### config.mk
export PLATFORM = sky130hd
export DESIGN_NAME = id_stage
export DESIGN_NICKNAME = d
export VERILOG_FILES = /design/src/rtl/id_stage.sv
export SDC_FILE = /design/constraint.sdc
export NUM_CORES = 1
export LEC_CHECK = 0
export ABC_AREA = 0
export CAP_MARGIN = 40
export CELL_PAD_IN_SITES_DETAIL_PLACEMENT = 1
export CELL_PAD_IN_SITES_GLOBAL_PLACEMENT = 1
export CORE_UTILIZATION = 31
export CTS_CLUSTER_SIZE = 25
export DETAILED_ROUTE_END_ITERATION = 8
export GPL_TIMING_DRIVEN = 0
export PLACE_DENSITY = 0.83
export REMOVE_ABC_BUFFERS = 1
export SLEW_MARGIN = 20
export SYNTH_ARGS = -nofsm -noshare
export SYNTH_HDL_FRONTEND = slang
export SYNTH_SLANG_ARGS = --single-unit
### constraint.sdc
create_clock -name clk -period 7.4 [get_ports clk]
set_input_delay 1.48 -clock clk [delete_from_list [all_inputs] [get_ports clk]]
set_output_delay 1.48 -clock clk [all_outputs]
set_load 0.01 [all_outputs]
### src/rtl/id_stage.sv
// RV32I instruction decode stage: field decode, immediate generation, WB bypass,
// load-use hazard detection and the ID/EX pipeline register.
module id_stage #(
    parameter int PC_WIDTH   = 32,
    parameter int DATA_WIDTH = 32
) (
    input  logic                  clk,
    input  logic                  rst,
    input  logic                  id_flush,
    input  logic                  id2ex_stall,
    input  logic                  if2id_valid,
    input  logic [PC_WIDTH-1:0]   if2id_pc,
    input  logic [31:0]           if2id_instruction,
    output logic                  if2id_stall,
    output logic [4:0]            rf_rs1_addr,
    output logic [4:0]            rf_rs2_addr,
    input  logic [DATA_WIDTH-1:0] rf_rs1_rdata,
    input  logic [DATA_WIDTH-1:0] rf_rs2_rdata,
    input  logic                  wb_reg_wen,
    input  logic [4:0]            wb_rd,
    input  logic [DATA_WIDTH-1:0] wb_wdata,
    output logic                  id2ex_valid,
    output logic [PC_WIDTH-1:0]   id2ex_pc,
    output logic [DATA_WIDTH-1:0] id2ex_rs1_data,
    output logic [DATA_WIDTH-1:0] id2ex_rs2_data,
    output logic [4:0]            id2ex_rs1_addr,
    output logic [4:0]            id2ex_rs2_addr,
    output logic [DATA_WIDTH-1:0] id2ex_imm,
    output logic [4:0]            id2ex_rd,
    output logic                  id2ex_reg_wen,
    output logic [3:0]            id2ex_alu_op,
    output logic                  id2ex_alu_src1_pc,
    output logic                  id2ex_alu_src2_imm,
    output logic                  id2ex_mem_read,
    output logic                  id2ex_mem_write,
    output logic [2:0]            id2ex_funct3,
    output logic                  id2ex_branch,
    output logic                  id2ex_jal,
    output logic                  id2ex_jalr,
    output logic                  id2ex_illegal
);

    localparam logic [6:0] OP_LUI    = 7'b0110111;
    localparam logic [6:0] OP_AUIPC  = 7'b0010111;
    localparam logic [6:0] OP_JAL    = 7'b1101111;
    localparam logic [6:0] OP_JALR   = 7'b1100111;
    localparam logic [6:0] OP_BRANCH = 7'b1100011;
    localparam logic [6:0] OP_LOAD   = 7'b0000011;
    localparam logic [6:0] OP_STORE  = 7'b0100011;
    localparam logic [6:0] OP_IMM    = 7'b0010011;
    localparam logic [6:0] OP_REG    = 7'b0110011;
    localparam logic [6:0] OP_FENCE  = 7'b0001111;
    localparam logic [6:0] OP_SYSTEM = 7'b1110011;

    localparam logic [6:0] F7_BASE = 7'b0000000;
    localparam logic [6:0] F7_ALT  = 7'b0100000;

    typedef enum logic [3:0] {
        ALU_ADD    = 4'd0,
        ALU_SUB    = 4'd1,
        ALU_SLL    = 4'd2,
        ALU_SLT    = 4'd3,
        ALU_SLTU   = 4'd4,
        ALU_XOR    = 4'd5,
        ALU_SRL    = 4'd6,
        ALU_SRA    = 4'd7,
        ALU_OR     = 4'd8,
        ALU_AND    = 4'd9,
        ALU_PASS_B = 4'd10
    } alu_op_t;

    logic [6:0] opcode;
    logic [4:0] rd;
    logic [2:0] funct3;
    logic [4:0] rs1;
    logic [4:0] rs2;
    logic [6:0] funct7;

    assign opcode = if2id_instruction[6:0];
    assign rd     = if2id_instruction[11:7];
    assign funct3 = if2id_instruction[14:12];
    assign rs1    = if2id_instruction[19:15];
    assign rs2    = if2id_instruction[24:20];
    assign funct7 = if2id_instruction[31:25];

    assign rf_rs1_addr = rs1;
    assign rf_rs2_addr = rs2;

    logic [31:0] imm_i;
    logic [31:0] imm_s;
    logic [31:0] imm_b;
    logic [31:0] imm_u;
    logic [31:0] imm_j;

    assign imm_i = {{20{if2id_instruction[31]}}, if2id_instruction[31:20]};
    assign imm_s = {{20{if2id_instruction[31]}}, if2id_instruction[31:25], if2id_instruction[11:7]};
    assign imm_b = {{19{if2id_instruction[31]}}, if2id_instruction[31], if2id_instruction[7],
                    if2id_instruction[30:25], if2id_instruction[11:8], 1'b0};
    assign imm_u = {if2id_instruction[31:12], 12'b0};
    assign imm_j = {{11{if2id_instruction[31]}}, if2id_instruction[31], if2id_instruction[19:12],
                    if2id_instruction[20], if2id_instruction[30:21], 1'b0};

    logic [31:0]           dec_imm32;
    logic [DATA_WIDTH-1:0] dec_imm;
    alu_op_t               dec_alu_op;
    logic                  dec_src1_pc;
    logic                  dec_src2_imm;
    logic                  dec_mem_read;
    logic                  dec_mem_write;
    logic                  dec_branch;
    logic                  dec_jal;
    logic                  dec_jalr;
    logic                  dec_wen;
    logic                  dec_illegal;
    logic                  rs1_used;
    logic                  rs2_used;

    // Opcode/funct decode; any unsupported encoding collapses to a NOP flagged illegal.
    always_comb begin
        dec_imm32     = imm_i;
        dec_alu_op    = ALU_ADD;
        dec_src1_pc   = 1'b0;
        dec_src2_imm  = 1'b0;
        dec_mem_read  = 1'b0;
        dec_mem_write = 1'b0;
        dec_branch    = 1'b0;
        dec_jal       = 1'b0;
        dec_jalr      = 1'b0;
        dec_wen       = 1'b0;
        dec_illegal   = 1'b0;
        rs1_used      = 1'b1;
        rs2_used      = 1'b0;

        case (opcode)
            OP_LUI: begin
                dec_imm32    = imm_u;
                dec_alu_op   = ALU_PASS_B;
                dec_src2_imm = 1'b1;
                dec_wen      = 1'b1;
                rs1_used     = 1'b0;
            end
            OP_AUIPC: begin
                dec_imm32    = imm_u;
                dec_src1_pc  = 1'b1;
                dec_src2_imm = 1'b1;
                dec_wen      = 1'b1;
                rs1_used     = 1'b0;
            end
            OP_JAL: begin
                dec_imm32   = imm_j;
                dec_jal     = 1'b1;
                dec_src1_pc = 1'b1;
                dec_wen     = 1'b1;
                rs1_used    = 1'b0;
            end
            OP_JALR: begin
                if (funct3 == 3'b000) begin
                    dec_jalr    = 1'b1;
                    dec_src1_pc = 1'b1;
                    dec_wen     = 1'b1;
                end else begin
                    dec_illegal = 1'b1;
                end
            end
            OP_BRANCH: begin
                dec_imm32  = imm_b;
                rs2_used   = 1'b1;
                dec_alu_op = ALU_SUB;
                if (funct3 == 3'b010 || funct3 == 3'b011) dec_illegal = 1'b1;
                else                                       dec_branch  = 1'b1;
            end
            OP_LOAD: begin
                case (funct3)
                    3'b000, 3'b001, 3'b010, 3'b100, 3'b101: begin
                        dec_mem_read = 1'b1;
                        dec_src2_imm = 1'b1;
                        dec_wen      = 1'b1;
                    end
                    default: dec_illegal = 1'b1;
                endcase
            end
            OP_STORE: begin
                dec_imm32 = imm_s;
                rs2_used  = 1'b1;
                case (funct3)
                    3'b000, 3'b001, 3'b010: begin
                        dec_mem_write = 1'b1;
                        dec_src2_imm  = 1'b1;
                    end
                    default: dec_illegal = 1'b1;
                endcase
            end
            OP_IMM: begin
                dec_src2_imm = 1'b1;
                dec_wen      = 1'b1;
                case (funct3)
                    3'b000: dec_alu_op = ALU_ADD;
                    3'b010: dec_alu_op = ALU_SLT;
                    3'b011: dec_alu_op = ALU_SLTU;
                    3'b100: dec_alu_op = ALU_XOR;
                    3'b110: dec_alu_op = ALU_OR;
                    3'b111: dec_alu_op = ALU_AND;
                    3'b001: begin
                        if (funct7 == F7_BASE) dec_alu_op  = ALU_SLL;
                        else                   dec_illegal = 1'b1;
                    end
                    default: begin
                        if (funct7 == F7_BASE)     dec_alu_op  = ALU_SRL;
                        else if (funct7 == F7_ALT) dec_alu_op  = ALU_SRA;
                        else                       dec_illegal = 1'b1;
                    end
                endcase
            end
            OP_REG: begin
                rs2_used = 1'b1;
                dec_wen  = 1'b1;
                case ({funct7, funct3})
                    {F7_BASE, 3'b000}: dec_alu_op  = ALU_ADD;
                    {F7_ALT,  3'b000}: dec_alu_op  = ALU_SUB;
                    {F7_BASE, 3'b001}: dec_alu_op  = ALU_SLL;
                    {F7_BASE, 3'b010}: dec_alu_op  = ALU_SLT;
                    {F7_BASE, 3'b011}: dec_alu_op  = ALU_SLTU;
                    {F7_BASE, 3'b100}: dec_alu_op  = ALU_XOR;
                    {F7_BASE, 3'b101}: dec_alu_op  = ALU_SRL;
                    {F7_ALT,  3'b101}: dec_alu_op  = ALU_SRA;
                    {F7_BASE, 3'b110}: dec_alu_op  = ALU_OR;
                    {F7_BASE, 3'b111}: dec_alu_op  = ALU_AND;
                    default:           dec_illegal = 1'b1;
                endcase
            end
            OP_FENCE: begin
            end
            OP_SYSTEM: begin
                if (funct3 != 3'b000) dec_illegal = 1'b1;
            end
            default: dec_illegal = 1'b1;
        endcase

        if (dec_illegal) begin
            dec_alu_op    = ALU_ADD;
            dec_src1_pc   = 1'b0;
            dec_src2_imm  = 1'b0;
            dec_mem_read  = 1'b0;
            dec_mem_write = 1'b0;
            dec_branch    = 1'b0;
            dec_jal       = 1'b0;
            dec_jalr      = 1'b0;
            dec_wen       = 1'b0;
        end
    end

    assign dec_imm = DATA_WIDTH'($signed(dec_imm32));

    logic dec_reg_wen;
    assign dec_reg_wen = dec_wen & (rd != 5'd0);

    // A register written by WB this cycle is not yet visible in the regfile read.
    logic [DATA_WIDTH-1:0] rs1_data;
    logic [DATA_WIDTH-1:0] rs2_data;

    always_comb begin
        rs1_data = rf_rs1_rdata;
        rs2_data = rf_rs2_rdata;
        if (rs1 == 5'd0)                         rs1_data = '0;
        else if (wb_reg_wen && (wb_rd == rs1))   rs1_data = wb_wdata;
        if (rs2 == 5'd0)                         rs2_data = '0;
        else if (wb_reg_wen && (wb_rd == rs2))   rs2_data = wb_wdata;
    end

    logic load_use;
    assign load_use = if2id_valid & id2ex_valid & id2ex_mem_read & (id2ex_rd != 5'd0) &
                      ((rs1_used & (rs1 == id2ex_rd)) | (rs2_used & (rs2 == id2ex_rd)));

    assign if2id_stall = id2ex_stall | load_use;

    logic load_en;
    assign load_en = ~id2ex_stall & ~load_use;

    // Valid and side-effect bits: flush beats stall, stall beats the load-use bubble.
    always_ff @(posedge clk) begin
        if (rst || id_flush || (!id2ex_stall && load_use)) begin
            id2ex_valid     <= 1'b0;
            id2ex_reg_wen   <= 1'b0;
            id2ex_mem_read  <= 1'b0;
            id2ex_mem_write <= 1'b0;
            id2ex_branch    <= 1'b0;
            id2ex_jal       <= 1'b0;
            id2ex_jalr      <= 1'b0;
            id2ex_illegal   <= 1'b0;
        end else if (!id2ex_stall) begin
            id2ex_valid     <= if2id_valid;
            id2ex_reg_wen   <= if2id_valid & dec_reg_wen;
            id2ex_mem_read  <= if2id_valid & dec_mem_read;
            id2ex_mem_write <= if2id_valid & dec_mem_write;
            id2ex_branch    <= if2id_valid & dec_branch;
            id2ex_jal       <= if2id_valid & dec_jal;
            id2ex_jalr      <= if2id_valid & dec_jalr;
            id2ex_illegal   <= if2id_valid & dec_illegal;
        end
    end

    // Payload fields are only meaningful alongside valid, so they need no reset.
    always_ff @(posedge clk) begin
        if (load_en) begin
            id2ex_pc           <= if2id_pc;
            id2ex_rs1_data     <= rs1_data;
            id2ex_rs2_data     <= rs2_data;
            id2ex_rs1_addr     <= rs1;
            id2ex_rs2_addr     <= rs2;
            id2ex_imm          <= dec_imm;
            id2ex_rd           <= rd;
            id2ex_alu_op       <= dec_alu_op;
            id2ex_alu_src1_pc  <= dec_src1_pc;
            id2ex_alu_src2_imm <= dec_src2_imm;
            id2ex_funct3       <= funct3;
        end
    end

endmodule

Word level (Yosys, flattened, before mapping)
Index checks and enable logic that the tools add are counted.
- bits in registers: 160
- input bits: 171
- output and inout port bits: 171
- logic and storage cells: 136
- equality and inequality tests: 32
- multiplexer cells: 40
- bitwise gates (word level): 19
- reductions and logical operators: 26
- operators with widths (operator ; number):
    31-bit case mux with 4 select lines ; 1
    32-bit two-way mux ; 2
    10-bit by 3-bit equality test with 1-bit output, second input constant ; 4
    4-bit case mux with 9 select lines ; 1
    7-bit by 6-bit equality test with 1-bit output, second input constant ; 4
    7-bit equality test, second input constant ; 4
    4-bit case mux with 7 select lines ; 1
    1-bit two-way mux ; 26
    10-bit by 2-bit equality test with 1-bit output, second input constant ; 2
    10-bit by 9-bit equality test with 1-bit output, second input constant ; 2
    5-bit equality test ; 4
    4-bit case mux with 4 select lines ; 1
    1-bit bitwise AND ; 15
    7-bit by 5-bit equality test with 1-bit output, second input constant ; 2
    3-bit equality test, second input constant ; 4
    3-bit OR reduction ; 4
    10-bit by 1-bit equality test with 1-bit output, second input constant ; 1
    10-bit zero test ; 1
    5-bit zero test ; 2
    5-bit nonzero test ; 2
    10-bit OR reduction ; 1
    5-bit OR reduction ; 2
    1-bit case mux with 8 select lines ; 1
    7-bit by 2-bit equality test with 1-bit output, second input constant ; 1
    other kinds (18) ; 29

Logic depth before layout (Yosys ltp)
- word-level depth: 8
- mapped depth: 8
- gate-level depth less buffers: 6

Worst setup path before layout
No wires, ideal clock.
- path type: input to register
- start point: input port if2id_instruction[6]
- end point: register id2ex_alu_op[0], enable pin
- library setup time: 0.504 ns
- data arrival time: 5.783 ns
- required time: 6.896 ns
- path slack: 1.113 ns
- stages on the path: 7
- buffers on the path: 1
- cells stage by stage: buf_2 -> or3b_2 -> a21oi_1 -> nor4_1 -> o21ai_0 -> nand2b_1 -> inv_1
- cells in the longest elaborated chain, start to end: 8
- elaborated cells between the ends (all ways): 16
- those cells by class: eq/ne: 6; mux: 2; bitwise: 6; reduce/logical: 2
- RTL lines (what ; RTL line ; source):
    start: declaration ; 13 ; input logic [31:0] if2id_instruction,
    7-bit equality test, or another cell as far along ; 134 ; case (opcode)
    3-bit OR reduction (no source line) ; -- ;
    1-bit two-way mux ; 134 ;
    1-bit bitwise AND ; 272 ; ((rs1_used & (rs1 == id2ex_rd)) | (rs2_used & (rs2 == id2ex_rd)));
    1-bit bitwise OR (*) ; 272 ;
    1-bit bitwise AND (*) ; 271 ; assign load_use = if2id_valid & id2ex_valid & id2ex_mem_read & (id2ex_rd != 5'd0) &
    1-bit inverter (*) ; 277 ; assign load_en = ~id2ex_stall & ~load_use;
    1-bit bitwise AND (*) ; 277 ;
    via load_en ; 276 ; logic load_en;
    end signal: assignment ; 312 ; id2ex_alu_op <= dec_alu_op;
    end: declaration ; 31 ; output logic [3:0] id2ex_alu_op,
Mark *: on every way through the listed nets, which the timed path passes. The rest lies on a longest branch.
A chain may end at the register's enable or synchronous reset.

Worst setup path in the final report
- start point: input port if2id_instruction[6]
- end point: output port if2id_stall
- cells in the longest elaborated chain, start to end: 7
- elaborated cells between the ends (all ways): 15
- those cells by class: eq/ne: 6; mux: 2; bitwise: 5; reduce/logical: 2
- RTL lines (what ; RTL line ; source):
    7-bit equality test, or another cell as far along ; 134 ;
    3-bit OR reduction (no source line) ; -- ;
    1-bit two-way mux ; 134 ;
    1-bit bitwise AND ; 272 ;
    1-bit bitwise OR (*) ; 272 ;
    1-bit bitwise AND (*) ; 271 ;
    1-bit bitwise OR (*) ; 274 ; assign if2id_stall = id2ex_stall | load_use;
    end: declaration ; 14 ; output logic if2id_stall,
Mark *: on every way between the ends. The rest lies on a longest branch, timed or not.

==> results.md <==
* Final Hold Viols at 0
* Largest net degree at the start of global routing at 93
* Critical-path cell list: clkdlybuf4s50_1 > or3b_2 > a21oi_2 > nor4_1 > o21ai_0 > nand2b_1 > clkdlybuf4s50_1
* Total Negative Setup Slacks at 0 ps
* Hold_sp: id2ex_illegal
* Die Footprint at roughly 23,000 sq um
* Total length of routed wires at 25,200 um
* Mean Syn Cell Area at 13.5 sq um
* Crit path max fanout at 13
* CP Capture Type: output pin
* Most used flip-flop cell after synthesis: edfxtp_1
* Cell mode on critical path: clkdlybuf4s50_1
* Die width at between 150 and 200 um
* Vias in the first global route at 6,041
* Total gr overflow at 0
* WP data arrival at between 4000 and 5000 ps
* Outcome: completed
* Critical Path RT at 5920 ps
* Layout cells sized above 1 at 5.79%
* Cell Area, Synth at between 7000 and 8000 sq um
* Final WS setup at 1260 ps
* Setup Skew at 11.7 ps
* CTS tree: done
* Cells after Synth at 525
* Area of the multi-input gates at approximately 2100 sq um
* Area added between synthesis and finish at 61.7%
* Synthesized flop and latch total at 160
* Slew margin rel. at approximately 47%
* Starting DRT DRC Count at 222
* Final setup viols at 0
* Crit Path Class: input pin to output pin
* # Max-Cap Violations at 0
* First-pass DRT Iterations at 4
* Total Power at roughly 2400 uW
* Initial Util at a little under a third
* Final ANT Viol Nets at 0
* Final period utilization at around 83%
* Async SR Flop Fraction at 0%
* Startpoint types: input pin
* Final net count at 1,022
* Row count at 54
* FILL cells at 2,215
* Worst skew pair latency at 420 ps
* Fmax at 0.163 GHz
* EDFF count, synth at 152
* # H-tree levels at 4
* Clock Tree Root: clkbuf_16
* CTS Hold Bufs at 0
* Unrepaired setup endpoints after global routing: no
* Pre-CTS setup slack at 1270 ps
* Clock Path Buffers at 2
* IO Pins at roughly 340
* DRC errors left at 0
* Max-slew violation count at 0
* Post-CTS setup buffer count at 0
* GPL Wtd Cong at ~0.84
* CTS buffer count at 17
* Placed wire-length estimate at 18,500 um
* Antenna violations before repair at 5
* Worst hold path type: flip-flop to flip-flop
* Peak supply drop at 0.000117 V
* Register area share after synthesis at roughly 67%
* First-pass GRT wire length at 36,800 um
* Top Family by Delay on Critical Path: buffers and inverters
* Post-CTS Resized at 0
* Worst-path clk slew at approximately 70 ps
* GRT Overall Usage at about a fifth
* FF/Latch Area at 4720 sq um
* Leak at 0.00398 uW
* WP buf/inv at 2
* Crit-path slowest cell: clkdlybuf4s50_1
* Synth Warn # at 0
* Post-layout util at 51.7%
* Core Area at around 22,000 sq um
* Post-layout min period at 6140 ps
* Tightest Pin Transition at ~790 ps
* CTS Sinks at 160
* Via/cell ratio at 4.93
* Launching element of the worst setup path: if2id_instruction[6]
* Port Buffers at 341
* Hold WS at 486 ps
* Worst path max stage delay at 670 ps
* Power per cell area at 212 nW/um^2
* WL per Instance at 21.9 um
* RR Startpoint: id2ex_rd[2]
* Via count at 5,660
* Die Ht at around 150 um
* Library cells used by synthesis at about 50
-- path summary, 6_finish.rpt --
kind / slack (ps) / end / depth (start not counted)
setup / recovery: 1260 / if2id_stall / 7
hold / removal: 490 / id2ex_illegal / 2
setup reg to reg: 4700 / id2ex_pc[7] / 7
hold reg to reg: 490 / id2ex_illegal / 2
-- through the flow --
stage | cells | area, sq um
global placement | 1105 | 10600
finish | 1149 | 11400
floorplan | 484 | 6860
global route | 1149 | 11400
CTS | 1144 | 11400
detailed placement | 1112 | 10800
-- where the power goes --
part / internal (uW) / switching [uW]
logic: 232 / 170
registers: 1070 / 23.5
clock network: 509 / 414
-- worst min-delay path: stages (launching register included) --
cell      delay, ps
dfxtp_1         330
nand2_1          60
a21boi_1         50
-- synth_stat cells (3+ instances only) --
library cell  instances  area, sq um
dfxtp_1               8          160
xor2_1               12          105
o211ai_1              3         22.5
clkbuf_1             21         78.8
buf_2                 9         45.0
nand2b_1              5         31.3
inv_1                 5         18.8
nand3b_1              3         22.5
nor2b_1              11         68.8
a21o_1               22          165
or3_1                 4         25.0
edfxtp_1            152         4560
mux2i_1              64          641
xnor2_1              10         87.6
buf_4                10         75.1
o21ai_0              14         70.1
nand2_1              18         67.6
nor4_1                4         25.0
a21oi_1              11         55.1
nor3_1                3         15.0
or4_1                 4         30.0
nand3_1               3         15.0
nor2_1               90          338
a22oi_1               5         37.5
-- flip-flops by register name, indices dropped and copies added (netlist names) --
register,flops
id2ex_rs1_addr,5
id2ex_rs2_data,32
id2ex_mem_write,1
id2ex_branch,1
id2ex_alu_op,4
id2ex_reg_wen,1
id2ex_rs2_addr,5
id2ex_funct3,3
id2ex_rs1_data,32
id2ex_valid,1
id2ex_jalr,1
id2ex_jal,1
id2ex_imm,32
id2ex_illegal,1
id2ex_alu_src2_imm,1
id2ex_rd,5
id2ex_pc,32
id2ex_mem_read,1
id2ex_alu_src1_pc,1
-- cell usage in the layout (no fill, tap or decap), types with 5 or more instances in the layout --
cell,count
diode_2,5
clkbuf_16,17
mux2i_1,64
a22oi_1,5
dfxtp_1,8
a21o_1,22
edfxtp_1,152
clkdlybuf4s50_1,341
xor2_1,12
nand2b_1,5
a21oi_1,10
o21ai_0,14
nor2_1,87
nor2b_1,11
xnor2_1,10
nand2_1,18
-- cell families (layout without fill, tap and decap cells) --
group / after synthesis / after routing / share of synthesized area, %
buf+inv: 46 / 385 / 3.14
other cells: 0 / 5 / 0
compound gates: 72 / 72 / 6.93
xor+xnor: 22 / 22 / 2.73
simple gates: 161 / 161 / 11.2
mux: 64 / 64 / 9.07
flops: 160 / 160 / 66.9
-- metal layers --
metal / track usage, % / vias up / routed length (um) / part of all wire (%)
met4: 9.04 / 0 / 683 / 2.7
met1: 23.4 / 2796 / 9430 / 38
met5: 0 / - / 0 / 0
met2: 38.2 / 238 / 13200 / 53
met3: 6.01 / 40 / 1810 / 7.2
li1: - / 2586 / - / -
-- cell type report --
class / count / area share (%)
Antenna cell: 5 / 0.110
Clock buffer: 17 / 3.73
Clock inverter: 15 / 1.53
Inverter: 5 / 0.230
Multi-Input combinational cell: 319 / 18.7
Sequential cell: 160 / 41.4
Tap cell: 280 / 3.07
Timing Repair Buffer: 348 / 31.2
Power figures use the tool's default switching activity.
